File: src/rtl/if_id_hazard_ctrl.sv
// IF/ID pipeline register with stall detection and decode-stage beq/j resolution.
// Optional saturating performance counters are enabled by defining IFID_PERF_CNT_EN.
module if_id_hazard_ctrl #(
    parameter int ADDR_W = 32,
    parameter int INST_W = 32,
    parameter int CNT_W  = 16
) (
    input  logic              clk,
    input  logic              rst,
    input  logic [ADDR_W-1:0] nextInstAdr,
    input  logic [INST_W-1:0] Inst,
    input  logic              regEq,
    input  logic              exMemRead,
    input  logic              exRegWrite,
    input  logic [4:0]        exWriteReg,
    input  logic              memMemRead,
    input  logic [4:0]        memWriteReg,
    output logic              pcWrite,
    output logic              flush,
    output logic              PcSrc,
    output logic              jmp,
    output logic [ADDR_W-1:0] beqAdr,
    output logic [25:0]       jmpAdr,
    output logic [INST_W-1:0] idInst,
    output logic [ADDR_W-1:0] idPc,
    output logic              idValid,
    output logic              bubble
`ifdef IFID_PERF_CNT_EN
    ,
    output logic [CNT_W-1:0]  stallCnt,
    output logic [CNT_W-1:0]  flushCnt,
    output logic [CNT_W-1:0]  instCnt
`endif
);

    localparam logic [5:0] OP_BEQ = 6'b000100;
    localparam logic [5:0] OP_J   = 6'b000010;

    logic [INST_W-1:0] r_idInst;
    logic [ADDR_W-1:0] r_idPc;
    logic              r_idValid;

    logic [5:0]        w_op;
    logic [4:0]        w_rs;
    logic [4:0]        w_rt;
    logic [15:0]       w_imm;
    logic [ADDR_W-1:0] w_immExt;
    logic              w_isBeq;
    logic              w_isJ;
    logic              w_loadUse;
    logic              w_brAlu;
    logic              w_brLoad;
    logic              w_stall;
    logic              w_taken;

    // Register 0 is hardwired, so a write to it never creates a dependency.
    function automatic logic srcHit(input logic [4:0] dst, input logic [4:0] rs,
                                    input logic [4:0] rt);
        return (dst != 5'd0) && ((dst == rs) || (dst == rt));
    endfunction

    assign w_op     = r_idInst[31:26];
    assign w_rs     = r_idInst[25:21];
    assign w_rt     = r_idInst[20:16];
    assign w_imm    = r_idInst[15:0];
    assign w_immExt = {{(ADDR_W-16){w_imm[15]}}, w_imm};

    assign w_isBeq   = r_idValid && (w_op == OP_BEQ);
    assign w_isJ     = r_idValid && (w_op == OP_J);
    assign w_loadUse = exMemRead && srcHit(exWriteReg, w_rs, w_rt);
    assign w_brAlu   = w_isBeq && exRegWrite && srcHit(exWriteReg, w_rs, w_rt);
    assign w_brLoad  = w_isBeq && memMemRead && srcHit(memWriteReg, w_rs, w_rt);
    assign w_stall   = r_idValid && (w_loadUse || w_brAlu || w_brLoad);
    assign w_taken   = w_isBeq && regEq;

    // A stall suppresses any redirect: the branch is re-evaluated once operands are ready.
    assign pcWrite = !w_stall;
    assign bubble  = w_stall;
    assign PcSrc   = !w_stall && w_taken;
    assign jmp     = !w_stall && w_isJ;
    assign flush   = PcSrc || jmp;

    assign beqAdr  = r_idPc + (w_immExt << 2);
    assign jmpAdr  = r_idInst[25:0];
    assign idInst  = r_idInst;
    assign idPc    = r_idPc;
    assign idValid = r_idValid;

    always_ff @(posedge clk or posedge rst) begin
        if (rst) begin
            r_idInst  <= '0;
            r_idPc    <= '0;
            r_idValid <= 1'b0;
        end else if (!w_stall) begin
            r_idInst  <= Inst;
            r_idPc    <= nextInstAdr;
            r_idValid <= !flush;
        end
    end

`ifdef IFID_PERF_CNT_EN
    logic [CNT_W-1:0] r_stallCnt;
    logic [CNT_W-1:0] r_flushCnt;
    logic [CNT_W-1:0] r_instCnt;

    function automatic logic [CNT_W-1:0] satInc(input logic [CNT_W-1:0] c);
        return (&c) ? c : c + CNT_W'(1);
    endfunction

    always_ff @(posedge clk or posedge rst) begin
        if (rst) begin
            r_stallCnt <= '0;
            r_flushCnt <= '0;
            r_instCnt  <= '0;
        end else begin
            if (w_stall)
                r_stallCnt <= satInc(r_stallCnt);
            if (flush)
                r_flushCnt <= satInc(r_flushCnt);
            if (!w_stall && r_idValid)
                r_instCnt <= satInc(r_instCnt);
        end
    end

    assign stallCnt = r_stallCnt;
    assign flushCnt = r_flushCnt;
    assign instCnt  = r_instCnt;
`endif

endmodule

File: config.mk
export PLATFORM = sky130hd
export DESIGN_NAME = if_id_hazard_ctrl
export DESIGN_NICKNAME = d
export VERILOG_FILES = /design/src/rtl/if_id_hazard_ctrl.sv
export SDC_FILE = /design/constraint.sdc
export NUM_CORES = 1
export LEC_CHECK = 0
export ABC_AREA = 0
export CELL_PAD_IN_SITES_DETAIL_PLACEMENT = 1
export CELL_PAD_IN_SITES_GLOBAL_PLACEMENT = 2
export CORE_ASPECT_RATIO = 1.25
export CORE_MARGIN = 2
export CORE_UTILIZATION = 24
export DETAILED_ROUTE_END_ITERATION = 8
export HOLD_SLACK_MARGIN = 0.08
export PLACE_DENSITY_LB_ADDON = 0.1
export SYNTH_ARGS = -nofsm -noshare
export SYNTH_HDL_FRONTEND = slang
export SYNTH_SLANG_ARGS = --single-unit
File: constraint.sdc
create_clock -name clk -period 4.47 [get_ports clk]
set_input_delay 1.341 -clock clk [delete_from_list [all_inputs] [get_ports clk]]
set_output_delay 1.341 -clock clk [all_outputs]
set_load 0.01 [all_outputs]
==> impl_metrics.xml, run 1 <==
<?xml version="1.0" encoding="UTF-8"?>
<metrics>
  <group name="cts">
    <metric name="cts_buffers" unit="">9</metric>
    <metric name="clockBufferDepth" unit="">2</metric>
    <metric name="cts_tree" unit="">yes</metric>
    <metric name="clk_transition_reported_paths" unit="ns">0.06</metric>
    <metric name="cts_max_level" unit="">3</metric>
    <metric name="cts_root_buf" unit="">clkbuf_16</metric>
    <metric name="worst_skew_pair.late_latency" unit="ns">0.33</metric>
    <metric name="cts.sinks" unit="">65</metric>
  </group>
  <group name="timing">
    <metric name="hold_slack" unit="ns">0.523</metric>
    <metric name="max_slew.worst_pin.slew" unit="ns">1.19</metric>
    <metric name="slew-limit-headroom" unit="%">20.5</metric>
    <metric name="hold_violations" unit="">0</metric>
    <metric name="rsz0062_at_grt" unit="">yes</metric>
    <metric name="min_period_over_period" unit="%">97.7</metric>
    <metric name="setup_violations" unit="">0</metric>
    <metric name="skew" unit="ns">0.0103</metric>
    <metric name="period_minus_slack" unit="ns">4.37</metric>
    <metric name="timing.final.max_slew_violations" unit="">0</metric>
    <metric name="fmax" unit="MHz">229</metric>
    <metric name="post-route-worst-setup-slack" unit="ns">0.102</metric>
  </group>
  <group name="power_and_ir_drop">
    <metric name="vdd.ir_drop.worst" unit="mV">0.168</metric>
    <metric name="leakage" unit="nW">3.00</metric>
    <metric name="p_total" unit="W">0.00234</metric>
    <metric name="powerDensity" unit="nW/um2">318</metric>
  </group>
  <group name="synthesis">
    <metric name="ys.flop_type" unit="">dfrtp_1</metric>
    <metric name="synth_top_cells_by_area" unit="">dfrtp_1 36%, mux2_1 15%, ha_1 7.9%, xnor2_1 5.9%, buf_4 5.6%</metric>
    <metric name="average_cell_area_after_synthesis" unit="um2">10.1</metric>
    <metric name="synth-async-reset-ratio" unit="%">100</metric>
    <metric name="yosys.cell_types.count" unit="">46</metric>
    <metric name="synth_seq_cells" unit="">65</metric>
    <metric name="synthMostInstantiatedCell" unit="">dfrtp_1</metric>
    <metric name="synth_sequential_area_ratio" unit="%">35.6</metric>
    <metric name="netlist_area" unit="um2">4570</metric>
    <metric name="synthesis.yosys.warnings" unit="">0</metric>
    <metric name="yosys-top-cells-count" unit="">65 x dfrtp_1, 60 x mux2_1, 34 x buf_4, 33 x a21oi_1, 31 x xnor2_1</metric>
    <metric name="post-synth-top-area-fraction" unit="%">35.6</metric>
    <metric name="mappedNetlistNets" unit="">563</metric>
    <metric name="postSynthCellCount" unit="">453</metric>
    <metric name="synth_edf_count" unit="">0</metric>
    <metric name="synthDominantAreaCellType" unit="">dfrtp_1</metric>
  </group>
  <group name="worst_setup_path">
    <metric name="worstReg2RegEnd" unit="">idPc[10]$_DFFE_PP0P_</metric>
    <metric name="worstSetupStartpoint" unit="">exWriteReg[1]</metric>
    <metric name="cell_with_the_biggest_individual_delay_on_the_critical_path" unit="">clkdlybuf4s50_1</metric>
    <metric name="number_of_cells_on_the_worst_reg_to_reg_path" unit="">7</metric>
    <metric name="critical_path.reg2reg.startpoint" unit="">idValid$_DFFE_PP0P_</metric>
    <metric name="timing.reg2reg.setup_slack" unit="ns">1.17</metric>
    <metric name="worstPathArrival" unit="ns">3.03</metric>
    <metric name="crit_path_cell_trace" unit="">clkdlybuf4s50_1 &gt; buf_4 &gt; xor2_1 &gt; nor3_2 &gt; a31oi_2 &gt; o31ai_4 &gt; inv_4 &gt; nand2_4 &gt; nor2_2 &gt; buf_2</metric>
    <metric name="crit_path_max_fanout" unit="">4</metric>
    <metric name="timing.critical_path.from_type" unit="">primary input</metric>
    <metric name="end_kind" unit="">primary output</metric>
    <metric name="critical_path.max_stage_delay" unit="ns">0.42</metric>
    <metric name="crit_path_end" unit="">jmp</metric>
    <metric name="path_type_of_the_worst_setup_path" unit="">in2out</metric>
    <metric name="worst_ep_required_time" unit="ns">3.13</metric>
  </group>
  <group name="grt">
    <metric name="grt_pass1_vias" unit="">4548</metric>
    <metric name="grt_remaining_overflow" unit="">0</metric>
    <metric name="track_usage" unit="%">16.2</metric>
    <metric name="largest_net_degree_at_the_start_of_global_routing" unit="">66</metric>
    <metric name="antenna_found_initial" unit="">0</metric>
    <metric name="grt_pass1_wl" unit="mm">25.5</metric>
  </group>
  <group name="placement">
    <metric name="routabilityCongestion" unit="">0.814</metric>
    <metric name="post-place-ws" unit="ns">-0.610</metric>
    <metric name="place.port_buffers" unit="">207</metric>
    <metric name="post-dp-hpwl" unit="mm">13.3</metric>
    <metric name="post_place_cell_area" unit="um2">6880</metric>
  </group>
  <group name="floorplanning">
    <metric name="fp.dieH" unit="um">158</metric>
    <metric name="start_util" unit="%">24.4</metric>
    <metric name="num_rows" unit="">56</metric>
    <metric name="core" unit="um2">18700</metric>
    <metric name="fp.dieArea" unit="um2">20200</metric>
    <metric name="die_width" unit="um">127</metric>
    <metric name="top_level_ports" unit="">208</metric>
  </group>
  <group name="final_layout">
    <metric name="n_fill_cell" unit="">2080</metric>
    <metric name="final_area" unit="um2">7370</metric>
    <metric name="layout_overhead_on_the_synthesized_area" unit="%">61.1</metric>
    <metric name="utilization" unit="%">39.4</metric>
    <metric name="layout-drive-gt1-share" unit="%">14.2</metric>
    <metric name="nNetsFinal" unit="">773</metric>
  </group>
  <group name="drt">
    <metric name="vias" unit="">4200</metric>
    <metric name="routed_via_count_divided_by_cell_count" unit="">4.66</metric>
    <metric name="detail_route.iter0.violations" unit="">87</metric>
    <metric name="residual_drc" unit="">0</metric>
    <metric name="route.antenna.remaining_nets" unit="">0</metric>
    <metric name="wirelength" unit="mm">16.5</metric>
    <metric name="drt_first_pass_iters" unit="">4</metric>
    <metric name="wire_per_inst" unit="um">18.3</metric>
  </group>
  <group name="worst_hold_path">
    <metric name="worst_hold_startpoint" unit="">idPc[1]$_DFFE_PP0P_</metric>
    <metric name="holdCritPathClass" unit="">reg2reg</metric>
  </group>
  <group name="run_status">
    <metric name="outcome" unit="">completed</metric>
  </group>
  <group name="job">
    <metric name="maxCapViolations" unit="">0</metric>
  </group>
</metrics>
[area by class of cell]
cell class                      count  area, um2  share of cell area [%]
Multi-Input combinational cell    340       2810                    38.1
Inverter                            9       36.3                   0.493
Clock buffer                       10        239                    3.24
Timing Repair Buffer              238       2300                    31.2
Antenna cell                        1       2.50                  0.0340
Sequential cell                    65       1630                    22.1
Clock inverter                      6       65.1                   0.883
Tap cell                          232        290                    3.94
[registers in the layout, summed over array words and instances, names as in the netlist]
name     count
idInst      32
idPc        32
idValid      1
[worst max-delay path: cells and delay by family]
| family | cells | cell delay, ns |
|---|---|---|
| XOR/XNOR | 1 | 0.16 |
| AND/OR/NAND/NOR | 3 | 0.36 |
| AO/OA/AOI/OAI | 2 | 0.38 |
| buffers and inverters | 4 | 0.77 |
[worst min path at each step]
stage                              to  slack [ns]  depth (start not counted)
2_1_floorplan  idInst[31]$_DFFE_PP0P_        0.55                          1
3_3_place_gp      idPc[1]$_DFFE_PP0P_        0.51                          1
3_5_place_dp      idPc[1]$_DFFE_PP0P_        0.51                          1
4_1_cts           idPc[1]$_DFFE_PP0P_        0.53                          1
5_1_grt        idInst[31]$_DFFE_PP0P_        0.55                          1
6_report          idPc[1]$_DFFE_PP0P_        0.52                          1
[metrics by stage]
stage | setup TNS, ns | std cells
2_1_floorplan | 0 | 453
3_3_place_gp | -2.30 | 879
3_5_place_dp | -2.47 | 879
4_1_cts | 0 | 900
5_1_grt | -0.163 | 900
6_report | 0 | 901
[power by group]
group          internal (W)  switching, W
logic              0.000499      0.000434
clock network      0.000448      0.000276
registers          0.000630     0.0000546
total               0.00158      0.000764
[kinds of logic (layout without fill, tap and decap cells)]
| logic type | count (synthesis) | after routing | synth area share (%) |
|---|---|---|---|
| and+or+nand+nor | 93 | 93 | 9.69 |
| other | 0 | 1 | 0 |
| xor gates and xnor gates | 47 | 47 | 9.00 |
| buffers and inverters | 48 | 263 | 6.73 |
| adders and majority gates | 30 | 30 | 8.37 |
| muxes | 65 | 65 | 16.0 |
| AOI/OAI and AO/OA | 105 | 105 | 14.7 |
| DFF | 65 | 65 | 35.6 |
[layout by cell type, fill, tap and decap left out, types with 3 or more instances in the layout]
cell,n
nor3_2,3
nand2_1,29
a21o_1,10
or3_1,6
o21bai_1,3
dlygate4sd2_1,17
a21oi_1,26
xor2_1,16
inv_1,7
o21ai_1,3
xnor2_1,31
a31oi_1,4
clkdlybuf4s50_1,179
mux2_2,4
buf_4,29
dfrtp_1,63
nor3_1,9
o21a_1,5
nand4_1,3
clkbuf_16,9
a21oi_2,7
o21ai_0,21
nor2_1,20
nand3_1,7
o31ai_4,3
buf_2,4
dlymetal6s2s_1,6
mux2_1,60
a211oi_1,4
o211ai_1,3
ha_1,25
[repair_timing]
item | in CTS | in global routing
hold buffers | 0 | 0
resized for setup | 59 | 25
pin swaps | 15 | 6
buffers inserted | 5 | 1
endpoints found under the setup margin | 18 | 16
[routing by layer]
metal | wire (um) | GRT usage [%]
met1 | 6710 | 19.4
met2 | 8570 | 28.6
met3 | 1030 | 4.77
met4 | 164 | 3.87
met5 | 0 | 0
(Power assumes the default switching activity.)
==> run 2: changes to the inputs <==
Settings changed: CTS_CLUSTER_DIAMETER set to 50.
==> results of run 2 <==
No change in the layout: final DEF, timing and power equal those of run 1.
